[config.mk]
export PLATFORM = sky130hd
export DESIGN_NAME = led_frame_sequencer
export DESIGN_NICKNAME = d
export VERILOG_FILES = /design/src/rtl/led_pkg.sv /design/src/rtl/led_frame_store.sv /design/src/rtl/led_frame_sequencer.sv
export SDC_FILE = /design/constraint.sdc
export NUM_CORES = 1
export LEC_CHECK = 0
export ABC_CLOCK_PERIOD_IN_PS = 6970
export CORE_MARGIN = 2
export CORE_UTILIZATION = 60
export DETAILED_ROUTE_END_ITERATION = 16
export PLACE_DENSITY = 0.77
export REMOVE_ABC_BUFFERS = 1
export SLEW_MARGIN = 15
export SYNTH_ARGS = -nofsm -noshare
export SYNTH_HDL_FRONTEND = slang
export SYNTH_SLANG_ARGS = --single-unit
[constraint.sdc]
create_clock -name clk -period 6.97 [get_ports clk]
set_input_delay 0.697 -clock clk [delete_from_list [all_inputs] [get_ports clk]]
set_output_delay 0.697 -clock clk [all_outputs]
set_load 0.005 [all_outputs]
[src/rtl/led_pkg.sv]
// led_pkg
// Shared definitions for the LED frame sequencer and the display top level:
// default command bytes, default frame geometry, the sequencer state
// encoding and a helper giving the number of bytes in one frame.
// No ports (package).
package led_pkg;

    localparam int         DEF_COLUMNS     = 16;
    localparam logic [7:0] DEF_CMD_DATA    = 8'h44;
    localparam logic [7:0] DEF_CMD_ADDR    = 8'hC0;
    localparam logic [7:0] DEF_CMD_DISP    = 8'h88;
    localparam int         DEF_ACK_TIMEOUT = 15;

    // Byte index is 6 bits, so a frame is limited to 64 bytes (31 columns).
    localparam int INDEX_W = 6;
    localparam int COL_W   = 5;

    typedef enum logic [2:0] {
        ST_IDLE,
        ST_ISSUE,
        ST_WAIT_ACK,
        ST_WAIT_DONE,
        ST_NEXT
    } seq_state_t;

    // One data command, an address/data pair per column, one display command.
    function automatic int frame_bytes(input int columns);
        return 2 * columns + 2;
    endfunction

endpackage

[src/rtl/led_frame_store.sv]
// led_frame_store
// Column register file plus a shadow copy used while a frame is sent.
// Ports:
//   clk, rst            clock and synchronous active-high reset
//   wr_en/addr/data     column write; addresses >= COLUMNS are dropped
//   snap                copy the store into the shadow (includes a write on
//                       the same cycle)
//   rd_col / rd_data    combinational read of the shadow copy
module led_frame_store
    import led_pkg::*;
#(
    parameter int COLUMNS = DEF_COLUMNS
) (
    input  logic             clk,
    input  logic             rst,
    input  logic             wr_en,
    input  logic [3:0]       wr_addr,
    input  logic [7:0]       wr_data,
    input  logic             snap,
    input  logic [COL_W-1:0] rd_col,
    output logic [7:0]       rd_data
);

    logic [7:0] store  [COLUMNS];
    logic [7:0] shadow [COLUMNS];

    // The shadow takes the incoming write directly so a write issued on the
    // refresh cycle is part of the frame that refresh starts.
    always_ff @(posedge clk) begin
        if (rst) begin
            for (int i = 0; i < COLUMNS; i++) begin
                store[i]  <= 8'h00;
                shadow[i] <= 8'h00;
            end
        end else begin
            for (int i = 0; i < COLUMNS; i++) begin
                if (wr_en && int'(wr_addr) == i)
                    store[i] <= wr_data;
                if (snap)
                    shadow[i] <= (wr_en && int'(wr_addr) == i) ? wr_data : store[i];
            end
        end
    end

    // Compare-based lookup keeps out-of-range column numbers harmless.
    always_comb begin
        rd_data = 8'h00;
        for (int i = 0; i < COLUMNS; i++)
            if (int'(rd_col) == i)
                rd_data = shadow[i];
    end

endmodule

[src/rtl/led_frame_sequencer.sv]
// led_frame_sequencer
// Sends a full LED frame (data command, address/data pair per column,
// display command with brightness) one byte at a time to a downstream
// byte serializer using a valid/busy handshake.
// Ports:
//   clk, rst             clock and synchronous active-high reset
//   wr_en/addr/data      column byte write into the frame store
//   refresh, brightness  frame request; brightness latched when accepted
//   frame_busy           high while a frame is being sent
//   err                  sticky acknowledge-timeout flag
//   px_valid, px_value   byte strobe and byte to the serializer
//   px_busy              serializer busy
module led_frame_sequencer
    import led_pkg::*;
#(
    parameter int         COLUMNS     = DEF_COLUMNS,
    parameter logic [7:0] CMD_DATA    = DEF_CMD_DATA,
    parameter logic [7:0] CMD_ADDR    = DEF_CMD_ADDR,
    parameter logic [7:0] CMD_DISP    = DEF_CMD_DISP,
    parameter int         ACK_TIMEOUT = DEF_ACK_TIMEOUT
) (
    input  logic       clk,
    input  logic       rst,
    input  logic       wr_en,
    input  logic [3:0] wr_addr,
    input  logic [7:0] wr_data,
    input  logic       refresh,
    input  logic [2:0] brightness,
    output logic       frame_busy,
    output logic       err,
    output logic       px_valid,
    output logic [7:0] px_value,
    input  logic       px_busy
);

    localparam logic [INDEX_W-1:0] LAST_IDX = INDEX_W'(frame_bytes(COLUMNS) - 1);
    localparam logic [7:0]         ACK_LAST = 8'(ACK_TIMEOUT - 1);

    seq_state_t         state, next_state;
    logic [INDEX_W-1:0] index, next_index;
    logic [7:0]         ack_count;
    logic [2:0]         bright_q;
    logic               pending;
    logic               start, timeout, load_value, last_done;
    logic [COL_W-1:0]   rd_col;
    logic [7:0]         rd_data, next_value;

    led_frame_store #(
        .COLUMNS (COLUMNS)
    ) u_store (
        .clk     (clk),
        .rst     (rst),
        .wr_en   (wr_en),
        .wr_addr (wr_addr),
        .wr_data (wr_data),
        .snap    (start),
        .rd_col  (rd_col),
        .rd_data (rd_data)
    );

    // Byte for a given index: 0 is the data command, the last is the display
    // command, odd indices are addresses and even ones column data.
    always_comb begin
        rd_col = COL_W'((next_index - INDEX_W'(2)) >> 1);
        if (next_index == '0)
            next_value = CMD_DATA;
        else if (next_index == LAST_IDX)
            next_value = CMD_DISP | {5'b00000, bright_q};
        else if (next_index[0])
            next_value = CMD_ADDR + 8'((next_index - INDEX_W'(1)) >> 1);
        else
            next_value = rd_data;
    end

    // Next-state logic. A new frame only starts from IDLE with the
    // serializer quiet, since it keeps running across our reset.
    always_comb begin
        next_state = state;
        next_index = index;
        start      = 1'b0;
        timeout    = 1'b0;
        load_value = 1'b0;
        last_done  = 1'b0;
        px_valid   = 1'b0;
        case (state)
            ST_IDLE: begin
                if ((refresh || pending) && !px_busy) begin
                    start      = 1'b1;
                    next_index = '0;
                    load_value = 1'b1;
                    next_state = ST_ISSUE;
                end
            end
            ST_ISSUE: begin
                px_valid   = 1'b1;
                next_state = ST_WAIT_ACK;
            end
            ST_WAIT_ACK: begin
                if (px_busy) begin
                    next_state = ST_WAIT_DONE;
                end else if (ack_count == ACK_LAST) begin
                    timeout    = 1'b1;
                    load_value = 1'b1;
                    next_state = ST_ISSUE;
                end
            end
            ST_WAIT_DONE: begin
                if (!px_busy) begin
                    last_done  = (index == LAST_IDX);
                    next_state = ST_NEXT;
                end
            end
            ST_NEXT: begin
                if (index == LAST_IDX) begin
                    next_state = ST_IDLE;
                end else begin
                    next_index = index + INDEX_W'(1);
                    load_value = 1'b1;
                    next_state = ST_ISSUE;
                end
            end
            default: next_state = ST_IDLE;
        endcase
    end

    // Registered state. Any refresh not accepted immediately becomes one
    // pending request; the start of a frame consumes it.
    always_ff @(posedge clk) begin
        if (rst) begin
            state      <= ST_IDLE;
            index      <= '0;
            ack_count  <= 8'h00;
            bright_q   <= 3'd0;
            pending    <= 1'b0;
            frame_busy <= 1'b0;
            err        <= 1'b0;
            px_value   <= 8'h00;
        end else begin
            state <= next_state;
            index <= next_index;
            if (state == ST_ISSUE)
                ack_count <= 8'h00;
            else if (state == ST_WAIT_ACK)
                ack_count <= ack_count + 8'd1;
            if (start) begin
                bright_q   <= brightness;
                frame_busy <= 1'b1;
            end else if (last_done) begin
                frame_busy <= 1'b0;
            end
            if (start)
                pending <= 1'b0;
            else if (refresh)
                pending <= 1'b1;
            if (timeout)
                err <= 1'b1;
            if (load_value)
                px_value <= next_value;
        end
    end

endmodule

==> results.py <==
metrics = {
    "outcome": {
        "status": "finished, final reports clean",
    },
    "final_layout": {
        "final_core_util_pct": 67.0,
        "nFillCells": 1576,
        "post_route_cells_drive_above_1_share_pct": 6.51,
        "n_antenna_cell": 0,
        "area_growth_pct": 9.54,
        "layout_net_count": 1229,
    },
    "drt": {
        "dr.first_iter.drc_count": 1338,
        "vias": 9728,
        "drcViolationCount": 0,
        "drt_pre_antenna_iters": 6,
        "wl_per_cell_um": 23.3,
        "drt-total-wl_um": 35100,
        "post_drt_via_cell_ratio": 6.45,
        "ant_nets": 0,
    },
    "grt": {
        "grt_use_total_pct": 29.5,
        "number_of_global_route_vias_before_repair": 8938,
        "grt_first_pass_wirelength_um": 52600,
        "final_global_route_overflow_total": 0,
        "initial_antenna_violation_count": 0,
        "grt_max_degree": 81,
    },
    "synth": {
        "asyncSetResetFlopFracSynth_pct": 0,
        "synth_area_um2": 13400,
        "synth_cells": 1213,
        "postSynthRegisterBits": 287,
        "cell_with_the_most_instances_after_synthesis": "sky130_fd_sc_hd__edfxtp_1",
        "netlist.area_leader.share_pct": 57.6,
        "synthesis.area_per_instance_um2": 11.0,
        "synth_top_cells_by_area": "sky130_fd_sc_hd__edfxtp_1 (58%), sky130_fd_sc_hd__nand2_1 (5.8%), sky130_fd_sc_hd__mux2i_1 (5.7%), sky130_fd_sc_hd__nor2_1 (5.5%), sky130_fd_sc_hd__dfxtp_1 (4.6%)",
        "synth_largest_area_cell": "sky130_fd_sc_hd__edfxtp_1",
        "ys_dominant_reg_cell": "sky130_fd_sc_hd__edfxtp_1",
        "netlist_top_cells_count": "sky130_fd_sc_hd__edfxtp_1 (256), sky130_fd_sc_hd__nand2_1 (207), sky130_fd_sc_hd__nor2_1 (196)",
        "synth-edff-count": 256,
        "synth_warnings": 0,
        "yosysSeqAreaShare_pct": 62.2,
        "ys_types": 78,
    },
    "timing": {
        "report.final.hold_viol_count": 0,
        "min_period_over_period_pct": 55.7,
        "fin_tns_setup_ns": 0,
        "setup_ws_ns": 3.09,
        "clock-skew-final_ns": 0.0169,
        "timing.fmax_mhz": 257,
        "timing.final.max_slew_violations": 0,
        "final-setup-viol-count": 0,
        "worst-slew-pin-transition_ns": 1.16,
        "slew_headroom_pct": 21.7,
        "rsz0062_at_grt": "no",
        "timing.final.crit_period_ns": 3.88,
    },
    "clock_tree": {
        "clk_path_buf_depth": 3,
        "cts_tree": "yes",
        "clock_sink_count": 287,
        "holdBufCountCts": 0,
        "ctsResizeCount": 0,
        "cts.root.buffer_cell": "sky130_fd_sc_hd__clkbuf_16",
        "cts-htree-levels": 1,
        "cts-buffers-inserted": 29,
        "insertion_delay_ns": 0.56,
        "clk_pin_slew_ns": 0.06,
        "cts_setup_buffers": 0,
    },
    "power": {
        "leakage_nw": 5.21,
        "irDropWorstVdd_uv": 180,
        "cellPowerDensity_nw_per_um2": 283,
        "design_power_w": 0.00414,
    },
    "placed_design": {
        "detailedPlacementHpwl_um": 22400,
        "gp_routability_congestion": 0.970,
        "port_buffers": 30,
        "dp_worst_setup_slack_ns": 2.80,
    },
    "run": {
        "cap_viol_max_count": 0,
    },
    "die": {
        "design.portCount": 31,
        "core.rowCount": 54,
        "die_h_um": 153,
        "core_area_um2": 21800,
        "design.die.area_um2": 23500,
        "die_w_um": 153,
        "starting_density_of_the_core_pct": 61.2,
    },
    "worst_setup_path": {
        "setup.worst_path.end_class": "flip-flop",
        "critPathLaunchType": "flip-flop",
        "r2r_setup_slack_ns": 3.09,
        "criticalPathCategory": "reg -> reg",
        "cp.arrival_ns": 4.31,
        "crit_path_max_fanout": 24,
        "data_required_time_of_the_critical_path_ns": 7.40,
    },
    "worst_hold_path": {
        "min_path_type": "reg -> reg",
    },
}
## placed cells by master, fill, tap and decap left out, types with 5 or more instances in the layout
cell	netlist	layout
sky130_fd_sc_hd__nand4_1	5	5
sky130_fd_sc_hd__edfxtp_1	256	256
sky130_fd_sc_hd__and3_1	13	13
sky130_fd_sc_hd__nand3_1	20	19
sky130_fd_sc_hd__dfxtp_1	31	31
sky130_fd_sc_hd__nor4_1	7	7
sky130_fd_sc_hd__o32ai_1	5	5
sky130_fd_sc_hd__clkinv_2	0	5
sky130_fd_sc_hd__a31oi_1	10	10
sky130_fd_sc_hd__nor2_1	196	195
sky130_fd_sc_hd__nor3_1	28	28
sky130_fd_sc_hd__o21ai_0	33	31
sky130_fd_sc_hd__a221oi_1	9	9
sky130_fd_sc_hd__inv_1	15	15
sky130_fd_sc_hd__mux2i_1	76	76
sky130_fd_sc_hd__clkinv_1	0	5
sky130_fd_sc_hd__clkbuf_16	0	29
sky130_fd_sc_hd__clkbuf_1	64	11
sky130_fd_sc_hd__o31ai_1	5	5
sky130_fd_sc_hd__clkdlybuf4s50_1	0	29
sky130_fd_sc_hd__a22oi_1	5	5
sky130_fd_sc_hd__buf_4	5	16
sky130_fd_sc_hd__a21oi_1	96	96
sky130_fd_sc_hd__o22ai_1	5	5
sky130_fd_sc_hd__xor2_1	5	5
sky130_fd_sc_hd__nand2_1	207	206
sky130_fd_sc_hd__or3_1	8	8
sky130_fd_sc_hd__mux2_2	6	6
## layer usage
metal	vias up	GRT usage (%)	part of all wire [%]	routed length (µm)
li1	4365	-	-	-
met1	4647	42.2	39	13600
met2	612	45.0	45	15800
met3	104	5.16	11	3980
met4	0	13.0	4.6	1630
met5	-	0	0	0
## cell families (layout without fill, tap and decap cells)
group | after synthesis | count (layout) | synth area share, %
adders and majority gates | 4 | 4 | 0.375
and+or+nand+nor | 517 | 517 | 16.8
buffers and inverters | 100 | 115 | 3.38
muxes | 82 | 82 | 6.20
AOI/OAI and AO/OA | 215 | 215 | 10.6
DFF | 287 | 287 | 62.2
xor gates and xnor gates | 8 | 8 | 0.525
## sequential cells by signal (all words and copies together) (netlist names)
register        flops
state               3
ack_count           8
index               6
pending             1
u_store.store     128
frame_busy          1
err                 1
bright_q            3
u_store.shadow    128
px_value            8
## path summary, 6_finish.rpt
kind | startpoint | endpoint | cells past startpoint
max reg2reg | state[2]$_SDFFE_PP0P_ | px_value[4]$_SDFFE_PP0P_ | 9
min | err$_SDFFE_PP0P_ | err$_SDFFE_PP0P_ | 2
max | state[2]$_SDFFE_PP0P_ | px_value[4]$_SDFFE_PP0P_ | 9
min reg2reg | err$_SDFFE_PP0P_ | err$_SDFFE_PP0P_ | 2
## power breakdown
group | internal [W] | total [W] | leakage, nW | switching [W]
sequential | 0.00212 | 0.00223 | 2.83 | 0.000115
clock | 0.000842 | 0.00148 | 0.435 | 0.000641
combinational | 0.000130 | 0.000426 | 1.95 | 0.000296
total | 0.00309 | 0.00414 | 5.21 | 0.00105
## layout make-up
cell class	instances	area [µm²]	share of cell area, %
inverters	15	56.3	0.385
flip-flops and latches	287	8310	56.8
clock inverters	14	121	0.830
well taps	280	350	2.40
clock buffers	40	767	5.24
multi-input cells	826	4610	31.5
repair buffers	46	415	2.84
## worst max-delay path: stages, from the launching register on
cell                       delay (ns)
sky130_fd_sc_hd__dfxtp_1         0.71
sky130_fd_sc_hd__or3b_1          0.51
sky130_fd_sc_hd__a211oi_2        0.36
sky130_fd_sc_hd__a211o_1         0.70
sky130_fd_sc_hd__buf_4           0.36
sky130_fd_sc_hd__nor2_1          0.12
sky130_fd_sc_hd__a221oi_1        0.32
sky130_fd_sc_hd__nor3_1          0.08
sky130_fd_sc_hd__o41ai_1         0.46
sky130_fd_sc_hd__a21oi_1         0.13
## metrics by stage
step                      instances  cell area [µm²]  hold slack, ns
after floorplan                1128            13000           0.458
after global placement         1454            13700           0.453
after detailed placement       1454            13700           0.467
after CTS                      1508            14600           0.478
after global routing           1508            14600           0.529
final                          1508            14600           0.469
Note: power is estimated with default switching activity, not from simulation.
